**config.mk**
```make
export PLATFORM = sky130hd
export DESIGN_NAME = cic_d_tdm_flat
export DESIGN_NICKNAME = d
export VERILOG_FILES = /design/src/rtl/cic_d_tdm_pkg.sv /design/src/rtl/cic_d_tdm_if.sv /design/src/rtl/cic_d_tdm_comb_engine.sv /design/src/rtl/cic_d_tdm.sv /design/src/flat_wrapper.sv
export SDC_FILE = /design/constraint.sdc
export NUM_CORES = 2
export LEC_CHECK = 0
export ABC_AREA = 1
export CORE_MARGIN = 2
export CORE_UTILIZATION = 60
export DETAILED_ROUTE_END_ITERATION = 16
export HOLD_SLACK_MARGIN = 0.05
export PLACE_DENSITY = 0.81
export SYNTH_ARGS = -nofsm -noshare
export SYNTH_HDL_FRONTEND = slang
export SYNTH_SLANG_ARGS = --single-unit
```
**constraint.sdc**
```tcl
create_clock -name clk -period 5.1 [get_ports clk]
set_clock_uncertainty 0.05 [all_clocks]
set_input_delay 1.53 -clock clk [delete_from_list [all_inputs] [get_ports clk]]
set_output_delay 1.53 -clock clk [all_outputs]
set_load 0.05 [all_outputs]
```
**src/rtl/cic_d_tdm_pkg.sv**
```systemverilog
// Shared types and elaboration helpers for the TDM CIC decimator.
package cic_d_tdm_pkg;

    typedef enum logic [1:0] {
        IDLE,
        COMB,
        OUT
    } comb_st_t;

    function automatic int clog2_l(input longint v);
        int r;
        r = 0;
        for (int i = 0; i < 62; i++)
            if ((64'sd1 <<< i) < v) r = i + 1;
        return r;
    endfunction

    // Full unpruned register width: bit growth of (R*M)^N plus input width
    function automatic int cic_bmax(input int r_max, input int m,
                                    input int n, input int dw);
        longint p;
        p = 1;
        for (int i = 0; i < n; i++)
            p = p * longint'(r_max * m);
        return clog2_l(p) + dw;
    endfunction

endpackage

```
**src/rtl/cic_d_tdm_if.sv**
```systemverilog
// Sample stream bundle: data, channel tag and one-cycle strobe.
interface cic_d_tdm_if #(
    parameter int DW   = 18,
    parameter int CH_W = 2
);
    logic signed [DW-1:0] samp_data;
    logic [CH_W-1:0]      samp_ch;
    logic                 samp_str;

    modport master (output samp_data, samp_ch, samp_str);
    modport slave  (input  samp_data, samp_ch, samp_str);
endinterface

```
**src/rtl/cic_d_tdm_comb_engine.sv**
```systemverilog
// Shared comb engine: one stage per clock over per-channel delay
// memory, then gain shift, truncation and registered output.
module cic_comb_engine
    import cic_d_tdm_pkg::*;
#(
    parameter int B_MAX  = 22,
    parameter int OUT_DW = 18,
    parameter int CIC_N  = 5,
    parameter int CIC_M  = 1,
    parameter int NUM_CH = 4,
    parameter int CH_W   = 2
) (
    input  logic                    clk,
    input  logic                    reset_n,
    input  logic                    sync_clr,
    input  logic [7:0]              cfg_shift,
    input  logic                    cap_vld,
    input  logic signed [B_MAX-1:0] cap_data,
    input  logic [CH_W-1:0]         cap_ch,
    cic_d_tdm_if.master             out_samp,
    output logic                    ovf_err
);
    localparam int SW = (CIC_N > 1) ? clog2_l(longint'(CIC_N)) : 1;
    localparam logic [SW-1:0] LAST_STG = SW'(CIC_N - 1);

    comb_st_t st;
    logic signed [B_MAX-1:0] x, y, y_sh;
    logic signed [B_MAX-1:0] dly [NUM_CH][CIC_N][CIC_M];
    logic signed [OUT_DW-1:0] out_d;
    logic [CH_W-1:0] ch;
    logic [SW-1:0]   stg;

    assign y     = x - dly[ch][stg][CIC_M-1];
    assign y_sh  = x <<< cfg_shift;
    assign out_d = OUT_DW'(y_sh >>> (B_MAX - OUT_DW));

    always_ff @(posedge clk or negedge reset_n) begin
        if (!reset_n) begin
            st      <= IDLE;
            x       <= '0;
            ch      <= '0;
            stg     <= '0;
            ovf_err <= 1'b0;
            out_samp.samp_data <= '0;
            out_samp.samp_ch   <= '0;
            out_samp.samp_str  <= 1'b0;
            for (int c = 0; c < NUM_CH; c++)
                for (int s = 0; s < CIC_N; s++)
                    for (int j = 0; j < CIC_M; j++)
                        dly[c][s][j] <= '0;
        end else if (sync_clr) begin
            st      <= IDLE;
            x       <= '0;
            ch      <= '0;
            stg     <= '0;
            ovf_err <= 1'b0;
            out_samp.samp_data <= '0;
            out_samp.samp_ch   <= '0;
            out_samp.samp_str  <= 1'b0;
            for (int c = 0; c < NUM_CH; c++)
                for (int s = 0; s < CIC_N; s++)
                    for (int j = 0; j < CIC_M; j++)
                        dly[c][s][j] <= '0;
        end else begin
            out_samp.samp_str <= 1'b0;
            // A capture arriving while busy is lost
            if (cap_vld && st != IDLE) ovf_err <= 1'b1;
            unique case (st)
                IDLE: begin
                    if (cap_vld) begin
                        x   <= cap_data;
                        ch  <= cap_ch;
                        stg <= '0;
                        st  <= COMB;
                    end
                end
                COMB: begin
                    x <= y;
                    dly[ch][stg][0] <= x;
                    for (int j = 1; j < CIC_M; j++)
                        dly[ch][stg][j] <= dly[ch][stg][j-1];
                    if (stg == LAST_STG) st <= OUT;
                    else stg <= stg + 1'b1;
                end
                OUT: begin
                    out_samp.samp_data <= out_d;
                    out_samp.samp_ch   <= ch;
                    out_samp.samp_str  <= 1'b1;
                    st <= IDLE;
                end
                default: st <= IDLE;
            endcase
        end
    end

endmodule

```
**src/rtl/cic_d_tdm.sv**
```systemverilog
// Multichannel TDM CIC decimator: shared integrators, channel
// sequencing, frame counter and decimation capture.
module cic_d_tdm
    import cic_d_tdm_pkg::*;
#(
    parameter int INP_DW    = 18,
    parameter int OUT_DW    = 18,
    parameter int CIC_R_MAX = 16,
    parameter int CIC_N     = 5,
    parameter int CIC_M     = 1,
    parameter int NUM_CH    = 4
) (
    input  logic        clk,
    input  logic        reset_n,
    input  logic [15:0] cfg_r,
    input  logic [7:0]  cfg_shift,
    input  logic        sync_clr,
    cic_d_tdm_if.slave  inp_samp,
    cic_d_tdm_if.master out_samp,
    output logic        seq_err,
    output logic        ovf_err
);
    localparam int CH_W  = (NUM_CH > 1) ? clog2_l(longint'(NUM_CH)) : 1;
    localparam int B_MAX = cic_bmax(CIC_R_MAX, CIC_M, CIC_N, INP_DW);
    localparam logic [15:0] R_MAX = 16'(CIC_R_MAX);
    localparam logic [CH_W-1:0] LAST_CH = CH_W'(NUM_CH - 1);

    logic signed [B_MAX-1:0] acc [NUM_CH][CIC_N];
    logic signed [B_MAX-1:0] acc_nxt [CIC_N];
    logic signed [B_MAX-1:0] x_ext;
    logic [15:0] r_act, r_cfg, r_eff, frm_cnt;
    logic [CH_W-1:0] ch, ch_nxt, exp_ch;
    logic r_ld, ch_ok, str_ok, dec_frm, cap_vld;

    assign ch = inp_samp.samp_ch;

    generate
        if ((2 ** CH_W) == NUM_CH) begin : g_full
            assign ch_ok = 1'b1;
        end else begin : g_part
            assign ch_ok = (ch <= LAST_CH);
        end
    endgenerate

    assign ch_nxt = (ch == LAST_CH) ? '0 : ch + 1'b1;
    assign r_cfg  = (cfg_r == '0)   ? 16'd1 :
                    (cfg_r > R_MAX) ? R_MAX : cfg_r;
    // Until the first sample after clear, the ratio tracks cfg_r
    assign r_eff   = r_ld ? r_cfg : r_act;
    assign dec_frm = (frm_cnt == r_eff - 16'd1);
    assign str_ok  = inp_samp.samp_str & ch_ok & ~sync_clr;
    assign cap_vld = str_ok & dec_frm;
    assign x_ext   = {{(B_MAX-INP_DW){inp_samp.samp_data[INP_DW-1]}},
                      inp_samp.samp_data};

    always_comb begin
        acc_nxt[0] = acc[ch][0] + x_ext;
        for (int k = 1; k < CIC_N; k++)
            acc_nxt[k] = acc[ch][k] + acc[ch][k-1];
    end

    always_ff @(posedge clk or negedge reset_n) begin
        if (!reset_n) begin
            for (int c = 0; c < NUM_CH; c++)
                for (int k = 0; k < CIC_N; k++)
                    acc[c][k] <= '0;
            exp_ch  <= '0;
            frm_cnt <= '0;
            r_act   <= 16'd1;
            r_ld    <= 1'b1;
            seq_err <= 1'b0;
        end else if (sync_clr) begin
            for (int c = 0; c < NUM_CH; c++)
                for (int k = 0; k < CIC_N; k++)
                    acc[c][k] <= '0;
            exp_ch  <= '0;
            frm_cnt <= '0;
            r_act   <= 16'd1;
            r_ld    <= 1'b1;
            seq_err <= 1'b0;
        end else if (str_ok) begin
            for (int k = 0; k < CIC_N; k++)
                acc[ch][k] <= acc_nxt[k];
            exp_ch <= ch_nxt;
            r_ld   <= 1'b0;
            r_act  <= r_eff;
            if (ch != exp_ch) seq_err <= 1'b1;
            if (ch == LAST_CH) begin
                if (dec_frm) begin
                    frm_cnt <= '0;
                    r_act   <= r_cfg;
                end else begin
                    frm_cnt <= frm_cnt + 16'd1;
                end
            end
        end else if (inp_samp.samp_str) begin
            seq_err <= 1'b1;
        end
    end

    cic_comb_engine #(
        .B_MAX (B_MAX),
        .OUT_DW(OUT_DW),
        .CIC_N (CIC_N),
        .CIC_M (CIC_M),
        .NUM_CH(NUM_CH),
        .CH_W  (CH_W)
    ) u_comb (
        .clk      (clk),
        .reset_n  (reset_n),
        .sync_clr (sync_clr),
        .cfg_shift(cfg_shift),
        .cap_vld  (cap_vld),
        .cap_data (acc_nxt[CIC_N-1]),
        .cap_ch   (ch),
        .out_samp (out_samp),
        .ovf_err  (ovf_err)
    );

endmodule

```
**src/flat_wrapper.sv**
```systemverilog
// flat-port wrapper written by rule: the top's interface ports become plain ports
module cic_d_tdm_flat import cic_d_tdm_pkg::*;
#(
    parameter int INP_DW    = 18,
    parameter int OUT_DW    = 18,
    parameter int CIC_R_MAX = 16,
    parameter int CIC_N     = 5,
    parameter int CIC_M     = 1,
    parameter int NUM_CH    = 4
)
  (clk, reset_n, cfg_r, cfg_shift, sync_clr, seq_err, ovf_err, inp_samp_samp_data, inp_samp_samp_ch, inp_samp_samp_str, out_samp_samp_data, out_samp_samp_ch, out_samp_samp_str);
  cic_d_tdm_if #(.DW(INP_DW), .CH_W((1))) inp_samp_i ();
  cic_d_tdm_if #(.DW(OUT_DW), .CH_W((1))) out_samp_i ();
  input  logic clk;
  input  logic reset_n;
  input  logic [15:0] cfg_r;
  input  logic [7:0] cfg_shift;
  input  logic sync_clr;
  output logic seq_err;
  output logic ovf_err;
  input wire logic [$bits(inp_samp_i.samp_data)-1:0] inp_samp_samp_data;
  input wire logic [$bits(inp_samp_i.samp_ch)-1:0] inp_samp_samp_ch;
  input wire logic [$bits(inp_samp_i.samp_str)-1:0] inp_samp_samp_str;
  output wire logic [$bits(out_samp_i.samp_data)-1:0] out_samp_samp_data;
  output wire logic [$bits(out_samp_i.samp_ch)-1:0] out_samp_samp_ch;
  output wire logic [$bits(out_samp_i.samp_str)-1:0] out_samp_samp_str;
  assign inp_samp_i.samp_data = inp_samp_samp_data;
  assign inp_samp_i.samp_ch = inp_samp_samp_ch;
  assign inp_samp_i.samp_str = inp_samp_samp_str;
  assign out_samp_samp_data = out_samp_i.samp_data;
  assign out_samp_samp_ch = out_samp_i.samp_ch;
  assign out_samp_samp_str = out_samp_i.samp_str;
  cic_d_tdm #(.INP_DW(INP_DW), .OUT_DW(OUT_DW), .CIC_R_MAX(CIC_R_MAX), .CIC_N(CIC_N), .CIC_M(CIC_M), .NUM_CH(NUM_CH)) u_core (.clk(clk), .reset_n(reset_n), .cfg_r(cfg_r), .cfg_shift(cfg_shift), .sync_clr(sync_clr), .inp_samp(inp_samp_i), .out_samp(out_samp_i), .seq_err(seq_err), .ovf_err(ovf_err));
endmodule
```
After elaboration in Yosys (flattened, before gate mapping)
Index checks and enable logic that the tools add are counted.

Eq/ne operators: 9. Bitwise gates (word level): 6. Reductions and logical operators: 20. Order comparisons: 7. $add $sub $neg: 9. Multiplexer cells: 69. Shift operators: 1.

Operator list (count): bitwise mux 760 bit (6); two-way mux 760 bit (4); demux 190 bit (select 2 bit) (6); two-way mux 190 bit (6); binary-select mux 190 bit (select 2 bit) (2); two-way mux 38 bit (6); adder 38 bit (4); two-way mux 152 bit (1); binary-select mux 38 bit (select 3 bit) (1); demux 38 bit (select 3 bit) (1); two-way mux 114 bit (1); two-way mux 16 bit (6); two-way mux 76 bit (1); case mux 38 bit (2 select lines) (1); adder 38 x 18 -> 38 bit (1); <<< shifter 38 x 8 -> 38 bit (1); subtractor 38 bit (1); two-way mux 18 bit (2); equality test 16 bit (1); > comparator 16 x 5 -> 1 bit, second input constant (1); logical NOT 16 bit (1); two-way mux 2 bit (8); subtractor 16 x 1 -> 16 bit, second input constant (1); nonzero test 2 bit (7); other kinds (25) (51).

Logic and storage cells: 174. Bits in registers: 1622. Input port bits: 47. Output and inout bits: 22.

Logic depth before layout (Yosys ltp)
Word-level depth: 12. Gate-level depth with buffers: 26. Mapped depth without buffers: 25.

Cells and area by module
From an unflattened synthesis, not the netlist that was laid out.

Cell total of the unflattened synthesis: 9729. Area total of the unflattened synthesis: 71537.4 um^2.

Modules (own cells, without submodules): cic_comb_engine (seq. area each 20669.8 um^2, times used 1, cells each 4611, area each 39840.7 um^2); cic_d_tdm (seq. area each 10012.1 um^2, times used 1, cells each 5118, area each 31696.6 um^2).

Least setup slack after synthesis
No wires, ideal clock.

Kind: input port to flip-flop. Start point: in inp_samp_samp_ch. End point: reg u_core.acc[713] in the netlist's numbering. Setup time: 118 ps. Required time: 4932 ps. Arrival time: 4637 ps. Path buffers: 4. Stages: 18. Path slack: 295 ps. Cells stage by stage: clkbuf_1 > clkbuf_1 > clkbuf_1 > clkbuf_1 > nand2_1 > o21ai_0 > ha_1 > nand3_1 > nand3_1 > a21oi_1 > inv_1 > a21oi_1 > o21ai_0 > nand3_1 > nand2_1 > or2_2 > nand3_1 > nand2_1.

Word-level cells in the longest chain between the ends: 12. Elaborated cells between the ends (all ways): 25. Those cells by class: add/sub: 5; order compare: 2; mux: 16; bitwise: 1; reduce/logical: 1.

Ends and longest elaborated chain: from (decl) (line flat_wrapper.sv:22) `input wire logic [$bits(inp_samp_i.samp_ch)-1:0] inp_samp_samp_ch;`; inverter 1 -> 3 bit (not written as such) (*) (line cic_d_tdm.sv:57, cic_d_tdm.sv:59, cic_d_tdm.sv:83); binary-select mux 190 bit (select 2 bit) (line cic_d_tdm.sv:57, cic_d_tdm.sv:59); two-way mux 190 bit (not written as such) (2 in a row) (line cic_d_tdm.sv:59) `acc_nxt[k] = acc[ch][k] + acc[ch][k-1];`; adder 38 x 18 -> 38 bit (line cic_d_tdm.sv:57) `acc_nxt[0] = acc[ch][0] + x_ext;`; bitwise mux 760 bit (4 in a row) (line cic_d_tdm.sv:83) `acc[ch][k] <= acc_nxt[k];`; bitwise mux 760 bit (*) (line cic_d_tdm.sv:83); two-way mux 760 bit (*) (line cic_d_tdm.sv:81) `end else if (str_ok) begin`; two-way mux 760 bit (*) (line cic_d_tdm.sv:72) `end else if (sync_clr) begin`; to (signal, indexed assignment) (line cic_d_tdm.sv:83); to (decl) (line cic_d_tdm.sv:28) `logic signed [B_MAX-1:0] acc [NUM_CH][CIC_N];`.

Mark *: on every way between the ends. The rest lies on a longest branch, timed or not. The select of a mux whose other input is x is not followed. A chain may end at the register's enable or synchronous reset.

Worst setup path in the final report
Start point: reg u_core.u_comb.stg[0]. End point: reg u_core.u_comb.x[37].

Word-level cells in the longest chain between the ends: 7.

Ends and longest elaborated chain: from (decl) (line cic_d_tdm_comb_engine.sv:31) `logic [SW-1:0] stg;`; from (signal assigned) (line cic_d_tdm_comb_engine.sv:83) `else stg <= stg + 1'b1;`; inverter 3 -> 4 bit (not written as such) (line cic_d_tdm_comb_engine.sv:33) `assign y = x - dly[ch][stg][CIC_M-1];`; binary-select mux 38 bit (select 3 bit) (line cic_d_tdm_comb_engine.sv:33); two-way mux 38 bit (not written as such) (2 in a row) (line cic_d_tdm_comb_engine.sv:33); subtractor 38 bit (line cic_d_tdm_comb_engine.sv:33); case mux 38 bit (2 select lines) (line cic_d_tdm_comb_engine.sv:68) `unique case (st)`; two-way mux 38 bit (line cic_d_tdm_comb_engine.sv:51) `end else if (sync_clr) begin`; to (signal assigned) (line cic_d_tdm_comb_engine.sv:71) `x <= cap_data;`; to (signal assigned) (line cic_d_tdm_comb_engine.sv:78) `x <= y;`; to (decl) (line cic_d_tdm_comb_engine.sv:27) `logic signed [B_MAX-1:0] x, y, y_sh;`.

No other way between the ends. The select of a mux whose other input is x is not followed.

==> impl_metrics.py <==
metrics = {
    "run_status": {
        "outcome": "complete, no violations",
    },
    "floorplanning": {
        "fp.dieW_um": 301,
        "core_um2": 88000,
        "die-area_um2": 90800,
        "rows": 109,
        "fp.dieH_um": 301,
        "ios": 69,
        "initial_core_util_pct": 60.3,
    },
    "critical_path": {
        "end_kind": "flop",
        "path_max_fanout": 29,
        "rrSetupSlack_ns": 0.08,
        "cp.arrival_ns": 5.62,
        "cp_common_cell": "nand2_1",
        "cp_cell_sequence": "clkinvlp_4, nand2_1, buf_4, o22ai_1, a2111oi_1, buf_4, ha_1, nand2_1, nor2_1, inv_1, nor2_1, inv_1, nor3_1, nand3_1, nand3_1, nand2_1, nand3_1, nand2_1, nor2_1, nand3_1, nand2_1",
        "r2r_cells": 21,
        "critPathKind": "reg -> reg",
        "worstSetupStartpoint": "u_core.u_comb.stg[0]",
        "path_delay_family": "simple AND/OR/NAND/NOR gates",
        "worstPathRequired_ns": 5.70,
        "cpMaxStageDelayCell": "a2111oi_1",
        "cp.depth": 21,
        "crit_path_max_incr_delay_ns": 0.75,
        "r2r-start": "u_core.u_comb.stg[0]",
        "crit_buf_inv": 5,
        "crit_path_start_kind": "flop",
        "reg2reg_to": "u_core.u_comb.x[37]",
    },
    "synthesis": {
        "synth-edff-count": 0,
        "yosys_warnings": 0,
        "synth-async-reset-ratio_pct": 100,
        "synth_seq_cells": 845,
        "syn_avg_cell_area_um2": 7.22,
        "syn_area_um2": 53000,
        "netlist_instances": 7342,
        "synth_flop_cell": "dfrtp_1",
        "synthDistinctLibCells": 60,
        "seq_area_frac_synth_pct": 39.9,
        "syn_nets": 7619,
    },
    "drt": {
        "avgRoutedWirePerCell_um": 21.7,
        "drc_errors": 0,
        "num_vias": 53246,
        "drtAntennaViolNets": 0,
        "firstDrtPassIters": 6,
        "drt_wl_total_mm": 189,
        "viasPerCell": 6.11,
        "drt_iter0_markers": 6266,
    },
    "clock_network": {
        "cts_max_level": 3,
        "ctsHoldBuffers": 0,
        "cts_setup_buffers": 0,
        "numCtsBuffers": 90,
        "clock_sinks": 845,
        "clk_latency_ns": 0.72,
        "tritoncts": "done",
        "clockBufferDepth": 3,
        "clk_pin_slew_worst_paths_ns": 0.06,
        "cts-root-buf": "clkbuf_16",
    },
    "hold_path": {
        "min_path_type": "reg -> reg",
        "hold_depth": 2,
        "worstHoldEndpoint": "u_core.acc[683]",
        "min_from": "u_core.acc[683]",
    },
    "placed_design": {
        "place_congestion": 1.08,
        "placed_area_um2": 56700,
        "io_buffers": 68,
        "dp_hpwl_mm": 136,
    },
    "timing": {
        "setup-tns-final_ns": 0,
        "period_share_pct": 98.4,
        "worstMarginPinSlew_ns": 1.27,
        "timing.hold.ws_ns": 0.428,
        "setup_viol": 0,
        "min_period_ns": 5.02,
        "slew_violations": 0,
        "hold_viol": 0,
        "timing.fmax_mhz": 199,
        "maxSlewHeadroom_pct": 15.0,
    },
    "global_route": {
        "grt.total_usage_pct": 41.3,
        "grt-ovfl-total": 0,
        "grt_pass1_vias": 50818,
        "antenna_found_initial": 3,
        "grt_pass1_wl_mm": 291,
        "grt_max_degree": 99,
    },
    "final_layout": {
        "nets": 7745,
        "area_delta_synth_final_pct": 12.8,
        "finish.utilization_pct": 68.0,
        "stdcell_area_um2": 59800,
        "drive_gt1_share_pct": 7.28,
        "num-fill-cells": 7613,
    },
    "power": {
        "power.total_uw": 18400,
        "cellPowerDensity_nw_per_um2": 308,
        "power.leakage_uw": 0.0275,
        "irDropWorstVdd_v": 0.000327,
    },
    "run": {
        "drv_cap": 0,
    },
}
==> cell usage in the layout (no fill, tap or decap), types with 28 or more instances in the layout <==
cell and instances:
xnor2_1 56, nand4_1 55, dfrtp_1 842, nand2_1 1669
nor2_1 493, o22ai_1 586, buf_4 266, a31oi_1 77
inv_1 1058, clkbuf_16 91, o21bai_1 28, ha_1 224
buf_12 34, o21ai_0 782, or2_2 48, a21oi_1 337
xor2_1 52, nand3_1 388, nor3_1 57, clkdlybuf4s50_1 65
==> final cells by class <==
class	count	area [um^2]	share of cell area, %
antenna	2	5.00	0.00837
clock buffer	125	2550	4.27
clock inverter	43	563	0.941
inverter	1075	4050	6.77
multi-input combinational	5088	26700	44.6
sequential	845	21200	35.4
tap	1165	1460	2.44
timing repair buffer	368	3360	5.62
==> sequential cells by signal, summed over array words and instances (netlist names) <==
| signal | flops |
|---|---|
| u_core.u_comb.ovf_err | 1 |
| u_core.u_comb.ch | 1 |
| u_core.u_comb.x | 38 |
| u_core.acc | 380 |
| u_core.exp_ch | 2 |
| u_core.u_comb.out_samp.samp_ch | 1 |
| u_core.u_comb.dly | 380 |
| u_core.r_ld | 1 |
| u_core.r_act | 16 |
| u_core.u_comb.stg | 3 |
| u_core.u_comb.st | 2 |
| u_core.u_comb.out_samp.samp_str | 1 |
| u_core.seq_err | 1 |
| u_core.u_comb.out_samp.samp_data | 18 |
==> metal layers <==
layer  routed length [um]  global-route usage, %  vias up
li1                     -                      -    24808
met2                84700                   65.4     2721
met1                74500                   53.0    25046
met5                   27                      0        -
met4                13500                   24.9        4
met3                16500                   7.26      667
==> power by group <==
group	internal [uW]	switching, uW
registers	6880	214
clock network	4000	2950
logic	1290	3060
==> Yosys cell counts (13+ instances only) <==
cell type | number | share of area [%]
nor2_1 | 498 | 3.5
o21ai_1 | 15 | 0.14
nor3_1 | 57 | 0.54
nor4_1 | 25 | 0.29
xnor2_1 | 56 | 0.92
o22ai_1 | 586 | 6.9
ha_1 | 224 | 5.3
or2_2 | 48 | 0.57
o21a_1 | 23 | 0.33
buf_2 | 39 | 0.37
xor2_1 | 52 | 0.86
a21oi_1 | 337 | 3.2
a31oi_1 | 77 | 0.91
clkbuf_1 | 270 | 1.9
nand3_1 | 389 | 3.7
a2111oi_0 | 13 | 0.21
buf_1 | 21 | 0.15
dfrtp_1 | 843 | 40
nand2_1 | 1670 | 12
nand4_1 | 55 | 0.65
o21bai_1 | 28 | 0.40
o21ai_0 | 789 | 7.4
inv_1 | 1063 | 7.5
a21o_1 | 25 | 0.35
o211ai_1 | 21 | 0.30
==> worst reg2reg max path, cell delays in order, from the launching register on <==
cell        delay (ns)
dfrtp_1           0.67
clkinvlp_4        0.44
nand2_1           0.20
buf_4             0.46
o22ai_1           0.20
a2111oi_1         0.75
buf_4             0.28
ha_1              0.18
nand2_1           0.12
nor2_1            0.21
inv_1             0.06
nor2_1            0.14
inv_1             0.07
nor3_1            0.20
nand3_1           0.26
nand3_1           0.16
nand2_1           0.06
nand3_1           0.12
nand2_1           0.07
nor2_1            0.08
nand3_1           0.08
nand2_1           0.08
==> timing repair <==
| action | CTS | global route |
|---|---|---|
| setup endpoints to repair | 1 | 3 |
| endpoints found under the hold margin | 0 | 0 |
| pin swaps | 0 | 0 |
| gates resized for setup | 1 | 3 |
==> logic make-up (layout without fill, tap and decap cells) <==
| logic type | Yosys count | in the layout | share of synthesized area, % |
|---|---|---|---|
| other | 0 | 2 | 0 |
| flip-flops | 845 | 845 | 39.9 |
| multiplexers | 5 | 5 | 0.0944 |
| adder cells (fa/ha/maj) | 230 | 230 | 5.51 |
| XOR/XNOR | 108 | 108 | 1.78 |
| AO/OA/AOI/OAI | 1972 | 1972 | 21.1 |
| buffers and inverters | 1409 | 1611 | 10.1 |
| AND/OR/NAND/NOR | 2773 | 2773 | 21.5 |
==> how the worst max path moves through the flow <==
| stage | end | slack (ns) |
|---|---|---|
| after floorplan | u_core.acc[713] | 0.29 |
| after global placement | u_core.u_comb.x[37] | 0.04 |
| after detailed placement | u_core.u_comb.x[37] | 0.01 |
| after CTS | u_core.u_comb.x[37] | 0.15 |
| after global routing | u_core.u_comb.x[37] | -0.15 |
| final | u_core.u_comb.x[37] | 0.08 |
==> stage by stage <==
step,setup slack (ns),instances
3_5_place_dp,0.0121,8541
3_3_place_gp,0.0426,8541
2_1_floorplan,0.295,7342
4_1_cts,0.152,8709
6_report,0.0823,8711
5_1_grt,-0.149,8709
Note: power is estimated with default switching activity, not from simulation.
